===== src/rtl/uart_rx_buf_con_if.sv =====
// Handshake bundle between the UART byte receiver, the frame buffer and the frame consumer.
interface uart_rx_buf_con_if;
    logic [7:0]  rx_data;
    logic        rx_valid;
    logic [31:0] rbuf;
    logic [2:0]  bcount;
    logic        valid;
    logic        ack;
    logic        ovf;

    modport slave  (input rx_data, rx_valid, ack, output rbuf, bcount, valid, ovf);
    modport master (output rx_data, rx_valid, ack, input rbuf, bcount, valid, ovf);
endinterface


===== src/rtl/uart_rx_buf_con.sv =====
// Assembles UART bytes into frames of up to 4 data bytes, closed by CR/LF and held until acked.
// Optional inter-byte idle timeout: define UART_RX_TIMEOUT_EN.
module uart_rx_buf_con #(
    parameter int unsigned TIMEOUT_CYCLES = 100000
) (
    input  logic          clk,
    input  logic          rst_n,
    uart_rx_buf_con_if.slave bus
);
    typedef enum logic [1:0] {IDLE, COLLECT, HOLD} state_t;

    state_t      state_q, state_d;
    logic [31:0] rbuf_q, rbuf_d;
    logic [2:0]  bcount_q, bcount_d;
    logic        ovf_q, ovf_d;
    logic        is_term, is_space, is_data;

    assign is_term  = (bus.rx_data == 8'h0D) || (bus.rx_data == 8'h0A);
    assign is_space = (bus.rx_data == 8'h20);
    assign is_data  = !is_term && !is_space;

`ifdef UART_RX_TIMEOUT_EN
    localparam int unsigned CW = $clog2(TIMEOUT_CYCLES + 1);
    localparam logic [CW-1:0] TMO = CW'(TIMEOUT_CYCLES);
    logic [CW-1:0] cnt_q, cnt_d;
    logic [CW-1:0] cnt_inc;

    assign cnt_inc = cnt_q + CW'(1);

    always_ff @(posedge clk or negedge rst_n) begin
        if (!rst_n) cnt_q <= '0;
        else        cnt_q <= cnt_d;
    end
`endif

    always_comb begin
        state_d  = state_q;
        rbuf_d   = rbuf_q;
        bcount_d = bcount_q;
        ovf_d    = ovf_q;
`ifdef UART_RX_TIMEOUT_EN
        cnt_d    = '0;
`endif
        case (state_q)
            IDLE: begin
                if (bus.rx_valid && is_data) begin
                    rbuf_d   = {rbuf_q[23:0], bus.rx_data};
                    bcount_d = 3'd1;
                    state_d  = COLLECT;
                end
            end
            COLLECT: begin
                if (bus.rx_valid) begin
                    if (is_data) begin
                        rbuf_d = {rbuf_q[23:0], bus.rx_data};
                        // Fifth and later bytes push out the oldest and flag the frame.
                        if (bcount_q == 3'd4) ovf_d = 1'b1;
                        else                  bcount_d = bcount_q + 3'd1;
                    end else if (is_term) begin
                        state_d = HOLD;
                    end
                end
`ifdef UART_RX_TIMEOUT_EN
                else if (cnt_inc == TMO) begin
                    state_d = HOLD;
                end else begin
                    cnt_d = cnt_inc;
                end
`endif
            end
            HOLD: begin
                if (bus.ack) begin
                    state_d  = IDLE;
                    rbuf_d   = '0;
                    bcount_d = '0;
                    ovf_d    = 1'b0;
                end
            end
            default: begin
                state_d  = IDLE;
                rbuf_d   = '0;
                bcount_d = '0;
                ovf_d    = 1'b0;
            end
        endcase
    end

    always_ff @(posedge clk or negedge rst_n) begin
        if (!rst_n) begin
            state_q  <= IDLE;
            rbuf_q   <= '0;
            bcount_q <= '0;
            ovf_q    <= 1'b0;
        end else begin
            state_q  <= state_d;
            rbuf_q   <= rbuf_d;
            bcount_q <= bcount_d;
            ovf_q    <= ovf_d;
        end
    end

    assign bus.rbuf   = rbuf_q;
    assign bus.bcount = bcount_q;
    assign bus.ovf    = ovf_q;
    assign bus.valid  = (state_q == HOLD);
endmodule


===== src/flat_wrapper.sv =====
// flat-port wrapper written by rule: the top's interface ports become plain ports
module uart_rx_buf_con_flat 
#(
    parameter int unsigned TIMEOUT_CYCLES = 100000
)
  (clk, rst_n, bus_rx_data, bus_rx_valid, bus_ack, bus_rbuf, bus_bcount, bus_valid, bus_ovf);
  uart_rx_buf_con_if bus_i ();
  input  logic clk;
  input  logic rst_n;
  input wire logic [$bits(bus_i.rx_data)-1:0] bus_rx_data;
  input wire logic [$bits(bus_i.rx_valid)-1:0] bus_rx_valid;
  input wire logic [$bits(bus_i.ack)-1:0] bus_ack;
  output wire logic [$bits(bus_i.rbuf)-1:0] bus_rbuf;
  output wire logic [$bits(bus_i.bcount)-1:0] bus_bcount;
  output wire logic [$bits(bus_i.valid)-1:0] bus_valid;
  output wire logic [$bits(bus_i.ovf)-1:0] bus_ovf;
  assign bus_i.rx_data = bus_rx_data;
  assign bus_i.rx_valid = bus_rx_valid;
  assign bus_i.ack = bus_ack;
  assign bus_rbuf = bus_i.rbuf;
  assign bus_bcount = bus_i.bcount;
  assign bus_valid = bus_i.valid;
  assign bus_ovf = bus_i.ovf;
  uart_rx_buf_con #(.TIMEOUT_CYCLES(TIMEOUT_CYCLES)) u_core (.clk(clk), .rst_n(rst_n), .bus(bus_i));
endmodule

===== config.mk =====
export PLATFORM = sky130hd
export DESIGN_NAME = uart_rx_buf_con_flat
export DESIGN_NICKNAME = d
export VERILOG_FILES = /design/src/rtl/uart_rx_buf_con_if.sv /design/src/rtl/uart_rx_buf_con.sv /design/src/flat_wrapper.sv
export SDC_FILE = /design/constraint.sdc
export NUM_CORES = 1
export LEC_CHECK = 0
export BUFFER_PORTS_ARGS = -buffer_cell sky130_fd_sc_hd__buf_2
export CAP_MARGIN = 25
export CORE_ASPECT_RATIO = 1.5
export CORE_MARGIN = 2
export CORE_UTILIZATION = 47
export DETAILED_ROUTE_END_ITERATION = 8
export PLACE_DENSITY_LB_ADDON = 0.12
export SLEW_MARGIN = 20
export SYNTH_ARGS = -nofsm -noshare
export SYNTH_HDL_FRONTEND = slang
export SYNTH_SLANG_ARGS = --single-unit

===== constraint.sdc =====
create_clock -name clk -period 1.7 [get_ports clk]
set_input_delay 0.085 -clock clk [delete_from_list [all_inputs] [get_ports clk]]
set_output_delay 0.085 -clock clk [all_outputs]
set_load 0.005 [all_outputs]

==> out/metrics.csv <==
stage,metric,value,unit
clock_tree,CTS H-tree lvls,2,
placement,Port Buffers,48,
hold_path,Min-Delay Path Class,in2reg,
critical_path,R2R setup slack,0.11,ns
timing,final setup fails,0,
critical_path,Worst Reg-to-Reg Cells,6,
placement,detailed placer's ending HPWL,3280,microns
clock_tree,Root Buffer,clkbuf_8,
run_status,status,"finished, final reports clean",
synth,yosys warns,0,
clock_tree,Bufs on Longest Clock Path,2,
floorplan,Die Y,81.7,microns
final_layout,ANT cells,0,
timing,relative slew slack,0.431,
critical_path,type of the worst setup path,in2reg,
drt,routed length on met3,229,microns
drt,final WL,4640,microns
timing,fmax,605,MHz
final_layout,"Core Util, Final",0.623,
timing,min cycle time layout,1.65,ns
global_routing,vias in the first global route,1558,
drt,DR pass1 iterations,4,
floorplan,Ports,49,
placement,routability congestion estimate,0.820,
synth,"Seq/Total Area, Yosys",0.503,
global_routing,total grt overflow,0,
global_routing,total track usage,0.209,
global_routing,antenna violations before repair,0,
timing,Fin. Hold Viols,0,
synth,Post-Synthesis Cells,185,
power,PD cells,1080,mW/mm^2
power,Static Leak,1.18,nW
final_layout,fillcell total,329,
global_routing,pin count of the biggest net entering global routing,39,
floorplan,Initial Util,0.486,
global_routing,first-pass GRT wire length,7380,microns
timing,Tcrit/Tclk final,0.972,
final_layout,area growth from synthesis to layout,28.1,%
critical_path,critical path data required time,1.87,ns
critical_path,Critical Path Start Type,primary input,
clock_tree,Sink Count,38,
drt,average wire per standard cell,15.6,microns
synth,ys flop type,dfrtp_1,
floorplan,Rows,28,
timing,RSZ-0062 raised after global routing,true,
hold_path,hold path cells,3,
final_layout,share of cells above drive strength 1,0.336,
synth,Syn Nets,199,
floorplan,die area,0.00456,sq mm
final_layout,Finished Layout Cells,298,
synth,Netlist cell types,37,
clock_tree,clk_lat worst skew,0.29,ns
power,total chip power,0.00261,W
floorplan,Core Area,0.00389,sq mm
power,Peak VDD IR,952,uV
placement,dpl cells,286,
final_layout,Final nets,266,
drt,met2 wire length,2390,microns
timing,clock skew,0.00614,ns
drt,DR iter-0 viols,33,
clock_tree,TritonCTS Buffers,5,
flow_run,Max Cap Viol,0,
timing,Hold WS,0.136,ns
drt,Vias,1668,
timing,Tightest Pin Transition,0.853,ns
clock_tree,CTS tree,built,
drt,vias per cell,5.60,
floorplan,Die W,55.8,microns
clock_tree,clock slew at the register clock pins of the worst setup and hold paths,0.07,ns
drt,DRC Markers,0,
synth,Post-synth EDFFs,0,
critical_path,worst-path fanout max,5,
timing,Final Max Tran Viols,0,
drt,DRT antenna net count,0,
critical_path,CP arrival,1.83,ns
synth,Yosys reg bits,38,
drt,WL met1,1930,microns
synth,syn_area_per_cell,10.2,sq um
drt,uppermost routed layer,met4,
synth,synthesized cell area,0.00189,sq mm
synth,ys async rst share,1.00,
critical_path,Crit. End Element,flop,
## report_power, final
part           internal (W)  switching, W  total, W
Clock              0.000327      0.000311  0.000638
Sequential          0.00109      0.000187   0.00128
Combinational      0.000366      0.000331  0.000698
## worst paths after layout
path	start	to
setup reg to reg	u_core.bus.bcount[0]	u_core.bus.bcount[2]
max in group asynchronous	rst_n	u_core.bus.rbuf[30]
hold / removal	bus_rx_valid	u_core.state_q[0]
hold reg to reg	u_core.bus.rbuf[30]	u_core.bus.rbuf[30]
setup / recovery	bus_rx_data[1]	u_core.bus.rbuf[29]
min in group asynchronous	rst_n	u_core.bus.rbuf[8]
## per-stage QoR
step / worst slack [ns] / TNS, ns / area, sq um
2_1_floorplan: 0.0377 / 0 / 1890
3_3_place_gp: -0.264 / -6.65 / 2270
3_5_place_dp: -0.304 / -3.56 / 2280
4_1_cts: 0.00366 / 0 / 2380
5_1_grt: -0.0146 / -0.0270 / 2420
6_report: 0.0471 / 0 / 2420
## layer usage
metal  track usage  vias to the layer above
met5             0                        -
met4         0.102                        0
met3        0.0394                        8
met2         0.374                       58
met1         0.239                      813
li1              -                      789
## cell families (layout without fill, tap and decap cells)
logic type	after synthesis	in the layout	share of synthesized area
fa+ha+maj	2	2	0.0132
simple gates	46	46	0.107
compound gates	51	51	0.173
buf+inv	19	87	0.0516
mux	28	28	0.148
xor+xnor	1	1	0.00463
flops	38	38	0.503
## cell usage after synthesis (2+ instances only)
cell type / count / area share
o21ai_0: 25 / 0.066
buf_2: 2 / 0.0053
clkbuf_1: 8 / 0.016
dfrtp_1: 38 / 0.50
a22oi_1: 3 / 0.012
ha_1: 2 / 0.013
nor2_1: 3 / 0.0060
mux2i_1: 28 / 0.15
nor3_1: 3 / 0.0079
inv_1: 7 / 0.014
nand2_1: 33 / 0.065
o21ai_1: 8 / 0.021
## cell type report
class	count	area, sq um	area share
well taps	45	56.3	0.0232
flip-flops and latches	38	951	0.392
repair buffers	72	434	0.179
multi-input cells	128	865	0.357
clock buffers	7	86.3	0.0356
inverters	7	26.3	0.0108
clock inverters	1	5.00	0.00207
## worst max-delay path, stage by stage
cell and delay (ns):
buf_2 0.13, or3b_4 0.40, a2111oi_4 0.43, buf_4 0.21, or2_4 0.15, buf_4 0.15
mux2i_1 0.19, o21ai_1 0.07
## flip-flops by register name (all words and copies together) (netlist names)
signal	flops
u_core.bus.ovf	1
u_core.state_q	2
u_core.bus.rbuf	32
u_core.bus.bcount	3
## layout by cell type, fill, tap and decap left out, types with 2 or more instances in the layout
cell      Yosys  layout
nand2_1      33      33
a22oi_1       3       3
nor3_1        3       2
ha_1          2       2
o21ai_1       8      11
buf_2         2      48
clkbuf_8      0       6
inv_1         7       7
dfrtp_1      38      38
o21ai_0      25      22
nor2_1        3       2
buf_4         0      21
mux2i_1      28      28
## repair_timing
item,4_1_cts,5_1_grt
resized for setup,1,10
gates cloned,0,1
endpoints found under the setup margin,1,8
endpoints found under the hold margin,38,0
buffers inserted,0,2
hold buffers,1,0
pin swaps,0,2
(Power assumes the default switching activity.)
